`src/rtl/dma_pkg.sv`:
```
// Shared definitions for the DMA channel arbiter: state encoding,
// default widths and an index-width helper.
package dma_pkg;

  localparam int DMA_ADDR_WIDTH = 32;
  localparam int DMA_SIZE_WIDTH = 32;

  localparam logic [1:0] ARB_IDLE   = 2'd0;
  localparam logic [1:0] ARB_LAUNCH = 2'd1;
  localparam logic [1:0] ARB_RUN    = 2'd2;
  localparam logic [1:0] ARB_DRAIN  = 2'd3;

  typedef enum logic [1:0] {
    S_IDLE   = ARB_IDLE,
    S_LAUNCH = ARB_LAUNCH,
    S_RUN    = ARB_RUN,
    S_DRAIN  = ARB_DRAIN
  } arb_state_e;

  // Width of a channel index; at least one bit.
  function automatic int idx_width(input int n);
    return (n > 1) ? $clog2(n) : 1;
  endfunction

endpackage

```
`src/rtl/dma_channel_arbiter_rr_pick.sv`:
```
// rr_pick: combinational circular priority picker. Returns the first
// requester at or after i_ptr (wrapping), as one-hot and as an index.
module rr_pick
  import dma_pkg::*;
#(
  parameter int N  = 4,
  parameter int IW = idx_width(N)
) (
  input  logic [N-1:0]  i_req,
  input  logic [IW-1:0] i_ptr,
  output logic [N-1:0]  o_onehot,
  output logic [IW-1:0] o_idx,
  output logic          o_valid
);

  logic [N-1:0]  w_rot;
  logic [IW-1:0] w_off;
  logic [IW:0]   w_sum;

  // Rotate requests so bit 0 is the channel at i_ptr.
  assign w_rot = N'({i_req, i_req} >> i_ptr);

  // Lowest set bit of the rotated vector is the winner's offset from i_ptr.
  always_comb begin
    // NOTE: default first so w_off is driven on every path; no latch is inferred.
    w_off = '0;
    for (int k = N - 1; k >= 0; k--) begin
      if (w_rot[k]) w_off = IW'(k);
    end
  end

  // Undo the rotation: index = (ptr + offset) mod N.
  assign w_sum    = {1'b0, i_ptr} + {1'b0, w_off};
  assign o_idx    = (w_sum >= (IW+1)'(N)) ? IW'(w_sum - (IW+1)'(N)) : w_sum[IW-1:0];
  assign o_valid  = |i_req;
  assign o_onehot = o_valid ? (N'(1) << o_idx) : '0;

endmodule

```
`src/rtl/dma_channel_arbiter.sv`:
```
// dma_channel_arbiter: round-robin sharing of one DMA engine between
// NUM_CH descriptor requesters. Latches the winner's descriptor, holds
// dma_start until dma_done, then pulses per-channel done/error.
// Optional feature macro: DMA_ARB_PRIO_EN adds ch_hipri; high-priority
// requesters are arbitrated round-robin among themselves and beat the rest.
module dma_channel_arbiter
  import dma_pkg::*;
#(
  parameter int NUM_CH     = 4,
  parameter int ADDR_WIDTH = DMA_ADDR_WIDTH,
  parameter int SIZE_WIDTH = DMA_SIZE_WIDTH
) (
  input  logic                         clk,
  input  logic                         rst_n,
`ifdef DMA_ARB_PRIO_EN
  input  logic [NUM_CH-1:0]            ch_hipri,
`endif
  input  logic [NUM_CH-1:0]            ch_req,
  input  logic [NUM_CH*ADDR_WIDTH-1:0] ch_src,
  input  logic [NUM_CH*ADDR_WIDTH-1:0] ch_dst,
  input  logic [NUM_CH*SIZE_WIDTH-1:0] ch_size,
  output logic [NUM_CH-1:0]            ch_grant,
  output logic [NUM_CH-1:0]            ch_done,
  output logic [NUM_CH-1:0]            ch_err,
  output logic                         dma_start,
  output logic [ADDR_WIDTH-1:0]        src_addr,
  output logic [ADDR_WIDTH-1:0]        dst_addr,
  output logic [SIZE_WIDTH-1:0]        transfer_size,
  input  logic                         dma_done,
  input  logic                         dma_error,
  output logic                         busy
);

  localparam int IW = idx_width(NUM_CH);

  arb_state_e r_state, w_next_state;
  logic [IW-1:0]         r_rr_ptr;
  logic [NUM_CH-1:0]     r_grant, r_done, r_err;
  logic                  r_start, r_err_seen;
  logic [ADDR_WIDTH-1:0] r_src, r_dst;
  logic [SIZE_WIDTH-1:0] r_size;

  logic [NUM_CH-1:0]     w_pick_oh;
  logic [IW-1:0]         w_pick_idx, w_ptr_nxt;
  logic                  w_pick_valid;
  logic [ADDR_WIDTH-1:0] w_src, w_dst;
  logic [SIZE_WIDTH-1:0] w_size;

`ifdef DMA_ARB_PRIO_EN
  logic [NUM_CH-1:0] w_hi_oh, w_lo_oh;
  logic [IW-1:0]     w_hi_idx, w_lo_idx;
  logic              w_hi_valid, w_lo_valid;

  rr_pick #(.N(NUM_CH), .IW(IW)) u_pick_hi (
    .i_req(ch_req & ch_hipri), .i_ptr(r_rr_ptr),
    .o_onehot(w_hi_oh), .o_idx(w_hi_idx), .o_valid(w_hi_valid)
  );

  rr_pick #(.N(NUM_CH), .IW(IW)) u_pick_lo (
    .i_req(ch_req), .i_ptr(r_rr_ptr),
    .o_onehot(w_lo_oh), .o_idx(w_lo_idx), .o_valid(w_lo_valid)
  );

  // Any high-priority requester wins; otherwise plain round-robin over all.
  assign w_pick_oh    = w_hi_valid ? w_hi_oh  : w_lo_oh;
  assign w_pick_idx   = w_hi_valid ? w_hi_idx : w_lo_idx;
  assign w_pick_valid = w_lo_valid;
`else
  rr_pick #(.N(NUM_CH), .IW(IW)) u_pick (
    .i_req(ch_req), .i_ptr(r_rr_ptr),
    .o_onehot(w_pick_oh), .o_idx(w_pick_idx), .o_valid(w_pick_valid)
  );
`endif

  // Winner's slot in the packed descriptor buses.
  always_comb begin
    w_src  = '0;
    w_dst  = '0;
    w_size = '0;
    for (int i = 0; i < NUM_CH; i++) begin
      if (w_pick_idx == IW'(i)) begin
        w_src  = ch_src[i*ADDR_WIDTH +: ADDR_WIDTH];
        w_dst  = ch_dst[i*ADDR_WIDTH +: ADDR_WIDTH];
        w_size = ch_size[i*SIZE_WIDTH +: SIZE_WIDTH];
      end
    end
  end

  // Last winner gets lowest priority in the next round.
  assign w_ptr_nxt = (w_pick_idx == IW'(NUM_CH - 1)) ? '0 : w_pick_idx + 1'b1;

  // Next-state logic.
  always_comb begin
    w_next_state = r_state;
    case (r_state)
      S_IDLE:   if (w_pick_valid) w_next_state = S_LAUNCH;
      S_LAUNCH: w_next_state = (r_size == '0) ? S_IDLE : S_RUN;
      S_RUN:    if (dma_done) w_next_state = S_DRAIN;
      S_DRAIN:  if (!dma_done) w_next_state = S_IDLE;
      default:  w_next_state = S_IDLE;
    endcase
  end

  // State register.
  always_ff @(posedge clk or negedge rst_n) begin
    // NOTE: non-blocking so every flop samples pre-edge values regardless of block order.
    if (!rst_n) r_state <= S_IDLE;
    else        r_state <= w_next_state;
  end

  // Grant, descriptor latch, engine handshake and completion pulses.
  always_ff @(posedge clk or negedge rst_n) begin
    // NOTE: the descriptor latch is plain flops, not a memory, so it is reset with everything else.
    if (!rst_n) begin
      r_rr_ptr   <= '0;
      r_grant    <= '0;
      r_done     <= '0;
      r_err      <= '0;
      r_start    <= 1'b0;
      r_err_seen <= 1'b0;
      r_src      <= '0;
      r_dst      <= '0;
      r_size     <= '0;
    end else begin
      r_done <= '0;
      r_err  <= '0;
      case (r_state)
        S_IDLE: begin
          if (w_pick_valid) begin
            r_grant    <= w_pick_oh;
            r_rr_ptr   <= w_ptr_nxt;
            r_src      <= w_src;
            r_dst      <= w_dst;
            r_size     <= w_size;
            r_err_seen <= 1'b0;
          end
        end
        S_LAUNCH: begin
          if (r_size == '0) begin
            // Empty descriptor: complete with error, engine untouched.
            r_done  <= r_grant;
            r_err   <= r_grant;
            r_grant <= '0;
          end else begin
            r_start <= 1'b1;
          end
        end
        S_RUN: begin
          if (dma_error) r_err_seen <= 1'b1;
          if (dma_done) begin
            r_start <= 1'b0;
            r_done  <= r_grant;
            r_err   <= (r_err_seen || dma_error) ? r_grant : '0;
          end
        end
        S_DRAIN: begin
          if (!dma_done) begin
            r_grant    <= '0;
            r_err_seen <= 1'b0;
          end
        end
        default: begin
          r_grant    <= '0;
          r_start    <= 1'b0;
          r_err_seen <= 1'b0;
        end
      endcase
    end
  end

  assign ch_grant      = r_grant;
  assign ch_done       = r_done;
  assign ch_err        = r_err;
  assign dma_start     = r_start;
  assign src_addr      = r_src;
  assign dst_addr      = r_dst;
  assign transfer_size = r_size;
  assign busy          = (r_state != S_IDLE);

endmodule

```
`config.mk`:
```
export PLATFORM = sky130hd
export DESIGN_NAME = dma_channel_arbiter
export DESIGN_NICKNAME = d
export VERILOG_FILES = /design/src/rtl/dma_pkg.sv /design/src/rtl/dma_channel_arbiter_rr_pick.sv /design/src/rtl/dma_channel_arbiter.sv
export SDC_FILE = /design/constraint.sdc
export NUM_CORES = 1
export LEC_CHECK = 0
export BUFFER_PORTS_ARGS = -buffer_cell sky130_fd_sc_hd__buf_4
export CAP_MARGIN = 20
export CORE_AREA = 2 2 197 199
export DETAILED_ROUTE_END_ITERATION = 8
export DIE_AREA = 0 0 199 201
export GPL_TIMING_DRIVEN = 1
export SYNTH_ARGS = -nofsm -noshare
export SYNTH_HDL_FRONTEND = slang
export SYNTH_SLANG_ARGS = --single-unit
export TNS_END_PERCENT = 100
```
`constraint.sdc`:
```
create_clock -name clk -period 4.2 [get_ports clk]
set_clock_uncertainty 0.15 [all_clocks]
set_input_delay 0.42 -clock clk [delete_from_list [all_inputs] [get_ports clk]]
set_output_delay 0.42 -clock clk [all_outputs]
set_load 0.1 [all_outputs]
```
Yosys cells after proc, flatten, opt, wreduce, memory -nomap -nowiden
Index checks and enable logic that the tools add are counted.
{ "op_classes": {"add_sub_neg": 3, "n_lt_le_gt_ge": 1, "eq_ne": 12, "shift": 2, "n_mux": 39, "reduce_logical": 14} }
{ "ops": {"columns": ["op", "count"], "rows": [
  ["two-way mux 32 bit", 12],
  ["zero test 32 bit", 1],
  ["two-way mux 4 bit", 6],
  ["two-way mux 2 bit", 10],
  ["one-hot mux 4 bit (2 select lines)", 2],
  ["one-hot mux 4 bit (3 select lines)", 1],
  ["inequality test 2 bit (second input constant)", 5],
  ["AND reduction 3 bit", 3],
  ["equality test 2 bit (second input constant)", 4],
  ["one-hot mux 2 bit (4 select lines)", 1],
  [">> shifter 8 x 2 -> 4 bit", 1],
  ["nonzero test 3 bit", 2],
  ["two-way mux 1 bit", 5],
  ["equality test 2 x 1 -> 1 bit (second input constant)", 2],
  ["zero test 2 bit", 2],
  ["AND reduction 4 bit", 1],
  ["nonzero test 2 bit", 2],
  ["OR reduction 4 bit", 1],
  ["<< shifter 1 x 2 -> 4 bit (first input constant)", 1],
  ["adder 2 x 2 -> 3 bit", 1],
  ["greater-or-equal comparator 3 bit (second input constant)", 1],
  ["one-hot mux 1 bit (3 select lines)", 1],
  ["adder 2 x 1 -> 2 bit (second input constant)", 1],
  ["inequality test 2 x 1 -> 1 bit (second input constant)", 1],
  ["4 further kinds", 4]
]} }
{ "totals": {"reg_bits": 114, "inputBits": 392, "out_inout_bits": 110, "wordCells": 81} }

Logic depth before layout (Yosys ltp)
Gate-level depths: netlist of the first run.
{ "depth": {"ltp_word": 13, "depth_mapped": 18, "ltp_nobuf": 13} }

Cells and area by module
From an unflattened synthesis of the first run, not the netlist that was laid out.
{ "unflattened": {"cells_unflattened": 890, "area_unflattened_um2": 7413.4} }
{ "modules_own_cells": {"columns": ["mod", "instances", "cells_each", "area_each_um2", "seq_area_each_um2"], "rows": [
  ["dma_channel_arbiter", 1, 853, 7123.1, 2852.7],
  ["rr_pick", 1, 37, 290.3, 0.0]
]} }

Least setup slack after synthesis of the first run
No wires, ideal clock.
{ "synth_path": {"path_type": "register to register", "startpoint": "register r_rr_ptr[0]", "endpoint": "register r_src[30] (netlist: src_addr[30])", "setup_ns": 0.126, "arrival_ns": 2.864, "t_required_ns": 3.924, "slack_ns": 1.061, "path_stages_with_launch": 15, "n_path_buf": 4, "period_less_slack_ns": 3.139, "path_cell_list": "dfrtp_1 buf_2 nor2b_1 a221o_1 nand2_1 o221ai_1 ha_1 xnor2_1 xor2_1 ha_1 clkbuf_1 buf_2 clkbuf_1 o21ai_0 mux2_2"} }
{ "synth_between": {"elab_chain_len": 13, "elab_cells_between_ends": 17, "cone_classes": "add/sub: 2; order compare: 1; eq/ne: 3; shift: 1; mux: 9; reduce/logical: 1"} }
{ "synth_rtl": {"columns": ["element", "line_no", "text"], "rows": [
  ["start: declaration", "dma_channel_arbiter.sv:37", "logic [IW-1:0] r_rr_ptr;"],
  ["start signal: assignment", "dma_channel_arbiter.sv:131", "r_rr_ptr <= w_ptr_nxt;"],
  [">> shifter 8 x 2 -> 4 bit", "dma_channel_arbiter_rr_pick.sv:21", "assign w_rot = N'({i_req, i_req} >> i_ptr);"],
  ["two-way mux 2 bit (4 in a row)", "dma_channel_arbiter_rr_pick.sv:28", "if (w_rot[k]) w_off = IW'(k);"],
  ["adder 2 x 2 -> 3 bit (*)", "dma_channel_arbiter_rr_pick.sv:33", "assign w_sum = {1'b0, i_ptr} + {1'b0, w_off};"],
  ["greater-or-equal comparator 3 bit / subtractor 2 x 1 -> 2 bit (equally long branches)", "dma_channel_arbiter_rr_pick.sv:34", "assign o_idx = (w_sum >= (IW+1)'(N)) ? IW'(w_sum - (IW+1)'(N)) : w_sum[IW-1:0];"],
  ["two-way mux 2 bit (*)", "dma_channel_arbiter_rr_pick.sv:34", null],
  ["zero test 2 bit", "dma_channel_arbiter.sv:81", "if (w_pick_idx == IW'(i)) begin"],
  ["two-way mux 32 bit (3 in a row)", "dma_channel_arbiter.sv:81", null],
  ["two-way mux 32 bit (*)", "dma_channel_arbiter.sv:81", null],
  ["end signal: assignment", "dma_channel_arbiter.sv:132", "r_src <= w_src;"],
  ["end: declaration", "dma_channel_arbiter.sv:40", "logic [ADDR_WIDTH-1:0] r_src, r_dst;"]
]} }
Every way passes the cells marked *; elsewhere a longest branch is shown, timed or not.
A chain may end at the register's enable or synchronous reset.

Worst setup path in the final report of the first run
{ "layout_path": {"startpoint": "register r_rr_ptr[0]", "endpoint": "register r_src[28] (netlist: src_addr[28])"} }
Same word-level chain as after synthesis.

==> results of run 1 <==
## critical path, stage by stage (launching register included)
cell	delay (ps)
dfrtp_1	480
nor2b_1	190
a221o_1	280
nand2_1	60
o221ai_1	110
ha_1	210
xnor2_1	160
xnor2_1	330
ha_1	340
nor2b_4	250
buf_12	280
a221oi_2	90
nor3_1	290
a21oi_1	80
o21ai_1	150
## kinds of logic after synthesis
group | after synthesis
AO/OA/AOI/OAI | 312
AND/OR/NAND/NOR | 332
flip-flops | 114
XOR/XNOR | 3
buffers and inverters | 99
multiplexers | 5
adder cells (fa/ha/maj) | 9
## stage by stage
step	cells	worst slack (ps)	util (%)	area, um^2
after floorplan	874	1060	-	7490
after global placement	1838	566	31.2	11900
after detailed placement	1838	507	31.2	11900
after CTS	1871	494	32.9	12500
after global routing	1872	216	32.9	12500
final	1872	567	32.9	12500
## registers in the layout, indices dropped and copies added (netlist names), named ones only
| name | count |
|---|---|
| r_err_seen | 1 |
| ch_grant | 4 |
| ch_done | 4 |
| r_state | 1 |
| src_addr | 32 |
| ch_err | 4 |
| transfer_size | 32 |
| dma_start | 1 |
| r_rr_ptr | 2 |
| dst_addr | 32 |
## final cells by class
cell class                      count  area [um^2]  share of cell area [%]
Antenna cell                        1         2.50                  0.0200
Clock buffer                       20          457                    3.64
Clock inverter                     12          180                    1.44
Inverter                           10         37.5                   0.299
Multi-Input combinational cell    661         4200                    33.5
Sequential cell                   114         2850                    22.8
Tap cell                          518          648                    5.17
Timing Repair Buffer              536         4160                    33.2
## layer usage
metal	track usage [%]	wire [um]	vias up	part of all wire, %
li1	-	-	4149	-
met2	28.6	16600	339	51
met5	0	0	-	0
met1	17.5	12500	3879	39
met3	5.07	2530	42	7.8
met4	5.62	845	0	2.6
## what timing repair did
item	in CTS	in global routing
buffers inserted	0	0
setup endpoints to repair	0	0
gates resized for setup	0	0
hold buffers	1	0
hold endpoints to repair	65	0
## final timing paths
path,endpoint,slack [ps]
worst max-delay path,src_addr[28],570
worst min register to register,dst_addr[27],330
min in group asynchronous,transfer_size[11],420
worst max register to register,src_addr[28],570
worst min-delay path,transfer_size[4],110
max in group asynchronous,dst_addr[11],2580
## layout by cell type (no fill, tap or decap), types with 5 or more instances in the layout
cell type,instances
nor2b_1,96
clkbuf_16,17
nand2_1,102
o21ai_0,50
nor2_1,15
nor4_1,9
buf_4,524
o21ai_1,51
nand2b_1,5
a21oi_1,100
buf_12,10
a221oi_1,45
a221oi_2,50
a22o_1,5
inv_1,10
nor3_1,95
ha_1,6
dfrtp_1,114
==> metrics.cfg, run 1 <==
[timing]
rsz0062_at_grt = no
finalSetupTns_ps = 0
finalCriticalPeriod_ps = 3630
fin_hold_ws_ps = 109
relSlewSlack_pct = 55.3
finalSetupViolCount = 0
slew_violations = 0
hold_violations = 0
timing.fmax_mhz = 275
finalCritPeriodShare_pct = 86.5
tightest_slew_ps = 670

[synth]
avgSynthCellArea_um2 = 8.57
yosys-top-cells-count = 114 x dfrtp_1, 103 x nand2_1, 100 x a21oi_1
seq_area_frac_synth_pct = 38.1
ys_types = 41
synth_edf_count = 0
synthSimpleGateAreaFrac_pct = 22.4
synthFlopType = dfrtp_1
ys_seq_elements = 114
synth_compound_area_share_pct = 30.5
synthAdderAreaFrac_pct = 1.50
synth_top_family_by_area = compound AO/OA/AOI/OAI gates
synth.area.top_cells = dfrtp_1 38%, a221oi_2 10%, nor2b_1 8.0%
yosysMostFrequentCell = dfrtp_1
async_flop_share_pct = 100
yosys_warnings = 0
synth_top_area_share_pct = 38.1
synth_mux_area_share_pct = 0.702
synth_area_um2 = 7490
synth_xor_xnor_area_share_pct = 0.351
postSynthCellCount = 874
synth_nets = 1275
synth.largest_area_cell = dfrtp_1

[cts]
cts_tree = built
clk_path_buf_depth = 2
clk_latency_ps = 430
ctsRootBufferMaster = clkbuf_16
cts_buffers = 17
clk_pin_slew_ps = 60
htree_levels = 4
cts.sinks = 114

[floorplan]
num_rows = 72
initial_core_util_pct = 19.7
ioPinCount = 502
die-width_um = 199
core_area_um2 = 38100
die_h_um = 201
design.die.area_um2 = 40000

[flow_run]
maxCapViolCount = 0

[min_path]
min-delay-start = ch_size[100]
hold_path.class = in -> reg
min_path_cells = 3

[global_route]
grt_pass1_wl_um = 48100
grt_max_degree = 117
antenna_found_initial = 1
overflow = 0
grt_pass1_vias = 8566
grt_use_total_pct = 16.0

[critical_path]
critical_path_required_ps = 4400
crit_path_start = r_rr_ptr[0]
cp-start-kind = flop
cp_max_fo = 47
worstPathArrival_ps = 3830
cp-end-kind = flop
r2r_cells = 14
regToRegStartpoint = r_rr_ptr[0]
crit_type = reg -> reg

[route]
vias_per_cell = 4.49
ant_nets = 0
wl_per_cell_um = 17.3
dr.pass1.iters = 4
wl_um = 32400
vias = 8409
first_iter_violations = 322
drc_errors = 0

[placement]
dp_hpwl_um = 25700
port_buffers = 501
gp_congestion = 0.909

[finish]
n_fill_cell = 4023
syn_to_final_growth_pct = 67.4
drive_gt1_share_pct = 46.3
nets = 1741

[outcome]
outcome = finished, final reports clean

Power of run 1 is not shown: default switching activity piles up to over one toggle a cycle in this logic, so the estimate is an artifact.
==> inputs of run 2 (changes only) <==
CORE_AREA = 2 2 196 198   (was 2 2 197 199)
DIE_AREA = 0 0 198 200   (was 0 0 199 201)
SKIP_CTS_REPAIR_TIMING = 1   (was unset)
SYNTH_HIERARCHICAL = 1   (was unset)
==> metrics.cfg, run 2 <==
[critical_path]
worst_path_most_repeated_cell = xnor2_1
r2r-end = dst_addr[20]
critical_path_required_ps = 4400  ; about the same
crit_type = reg -> reg
r2r_cells = 14  ; unchanged
cp_max_fo = 63  ; +34%
crit_chain = nand2_1 > a21oi_1 > o2bb2ai_1 > o21a_1 > ha_1 > xnor2_1 > xnor2_1 > inv_1 > ha_4 > nor2b_4 > buf_12 > a221oi_1 > a211o_1 > a31oi_1
cp-start-kind = flop
path_buf_inv = 2  ; +1
cp-end-kind = flop
cp_slowest_cell = dfrtp_1
worstPathArrival_ps = 3940  ; +110 ps
reg2reg_slack_ps = 460  ; -110 ps
cp_slowest_stage_delay_ps = 520  ; +40 ps
crit_family = compound AO/OA/AOI/OAI gates
regToRegStartpoint = r_rr_ptr[1]

[placement]
dp_hpwl_um = 26000  ; +0.96%
gp_congestion = 0.878  ; -3.4%
place_inst = 1833  ; -0.27%
port_buffers = 501  ; unchanged
pre_cts_ws_ps = 461  ; -45.8 ps

[synth]
ys_seq_elements = 114  ; unchanged
yosys_warnings = 6  ; +6
synth_area_um2 = 7410  ; -1.0%
synth.largest_area_cell = dfrtp_1
yosysMostFrequentCell = dfrtp_1
avgSynthCellArea_um2 = 8.33  ; -2.8%
synthFlopType = dfrtp_1
synth_nets = 1292  ; +1.3%
synth_edf_count = 0  ; unchanged
async_flop_share_pct = 100  ; unchanged
postSynthCellCount = 890  ; +1.8%
seq_area_frac_synth_pct = 38.5  ; +0.39 points
yosys-top-cells-count = 114 x dfrtp_1, 112 x nand2_1, 108 x nor2_1
ys_types = 46  ; +12%
synth.area.top_cells = dfrtp_1 38%, a211o_1 11%, a221oi_1 11%
synth_top_area_share_pct = 38.5  ; +0.39 points

[cts]
clk_pin_slew_ps = 60  ; about the same
ctsRootBufferMaster = clkbuf_16
cts.sinks = 114  ; unchanged
htree_levels = 4  ; unchanged
cts_tree = built
cts_buffers = 17  ; unchanged
clk_path_buf_depth = 2  ; unchanged
clk_latency_ps = 430  ; about the same

[timing]
finalSetupViolCount = 0  ; unchanged
finalCriticalPeriod_ps = 3740  ; +109 ps
setup_ws_ps = 457  ; -109 ps
relSlewSlack_pct = 38.3  ; -17 points
fin_hold_ws_ps = 109  ; +0.626 ps
hold_violations = 0  ; unchanged
slew_violations = 0  ; unchanged
tightest_slew_ps = 925  ; +255 ps
finalCritPeriodShare_pct = 89.1  ; +2.6 points
rsz0062_at_grt = no
timing.fmax_mhz = 267  ; -2.9%
finalSetupTns_ps = 0  ; unchanged

[global_route]
grt-busiest-layer = met2
globalRouteMet1Util_pct = 19.8  ; +2.3 points
overflow = 0  ; unchanged
grt_pass1_vias = 8307  ; -3.0%
grt_use_total_pct = 16.1  ; +0.13 points
grt_pass1_wl_um = 48400  ; +0.50%
antenna_found_initial = 1  ; unchanged
grt_max_degree = 112  ; -4.3%
grt.met3_usage_pct = 4.75  ; -0.32 points
use_met2_pct = 27.4  ; -1.2 points

[finish]
final_common_cell = buf_4
regArea_um2 = 2850  ; unchanged
n_fill_cell = 3912  ; -2.8%
drive_gt1_share_pct = 41.5  ; -4.8 points
syn_to_final_growth_pct = 67.0
nets = 1744  ; +0.17%
layout_common_cells = 510 x buf_4, 114 x dfrtp_1, 112 x nand2_1
final_cells = 1867  ; -0.27%
multi_input_area_um2 = 3800  ; -9.5%

[route]
first_iter_violations = 492  ; +53%
drc_errors = 0  ; unchanged
wl_per_cell_um = 18.0  ; +3.9%
ant_nets = 0  ; unchanged
vias_per_cell = 4.63  ; +3.0%
dr.pass1.iters = 6  ; +2
vias = 8641  ; +2.8%
wl_um = 33600  ; +3.6%

[outcome]
outcome = finished, final reports clean

[floorplan]
core_area_um2 = 37400  ; -1.9%
ioPinCount = 502  ; unchanged
die_h_um = 200  ; -0.50%
initial_core_util_pct = 19.8  ; +0.17 points
die-width_um = 198  ; -0.50%
num_rows = 71  ; -1.4%
design.die.area_um2 = 39600  ; -1.0%

[flow_run]
maxCapViolCount = 0  ; unchanged

[min_path]
hold_path.class = in -> reg
min_delay_worst_endpoint = src_addr[6]
min-delay-start = ch_src[102]
min_path_cells = 3  ; unchanged

-- run 2: cell count changes in the layout (fill, tap and decap cells not counted), sizes merged, moves of 93 or more --
cell,delta
a211o,+96
a31oi,+97
nor3,-93
nor2b,-93
a21oi,-96
o21ai,-94
-- run 2: layout make-up --
cell class	count	area share, %
Tap cell	511	5.16
Antenna cell	1	0.0202
Clock buffer	21	3.64
Clock inverter	11	1.68
Timing Repair Buffer	521	32.6
Inverter	103	3.12
Sequential cell	114	23.0
Multi-Input combinational cell	585	30.7
-- run 2: tightest hold or removal path: stages --
cell	delay, ps
buf_4	110
nand2_1	50
a31oi_1	70
-- run 2: metrics by stage --
step	instance area [um^2]	utilization (%)
after global placement	11700	31.3
after global routing	12400	33.1
final	12400	33.1
after detailed placement	11700	31.3
after CTS	12400	33.1
after floorplan	7410	-
-- run 2: kinds of logic (layout without fill, tap and decap cells) --
family,after synthesis,count (layout),share of synthesized area (%)
AOI/OAI and AO/OA,318,318,33.9
xor gates and xnor gates,3,3,0.354
adders and majority gates,10,10,1.69
buffers and inverters,191,656,10.8
DFF,114,114,38.5
muxes,8,8,1.20
other,0,1,0
and+or+nand+nor,246,246,13.5
-- run 2: how the worst max path moves through the flow --
| stage | startpoint | to | slack (ps) | cells past startpoint |
|---|---|---|---|---|
| final | r_rr_ptr[1] | dst_addr[20] | 460 | 14 |
| after global routing | r_rr_ptr[1] | dst_addr[20] | 250 | 14 |
| after CTS | r_rr_ptr[1] | dst_addr[20] | 480 | 14 |
| after detailed placement | ch_req[0] | dst_addr[20] | 460 | 15 |
| after global placement | ch_req[3] | dst_addr[20] | 470 | 15 |
| after floorplan | ch_req[0] | src_addr[31] | 1040 | 18 |
-- run 2: routing by layer --
layer,vias up,wire length [um],part of all wire [%]
li1,4173,-,-
met1,4115,14000,42
met2,326,16800,50
met3,27,2360,7.0
met4,0,500,1.5
met5,-,0,0
Power of run 2 is left out for the same reason.
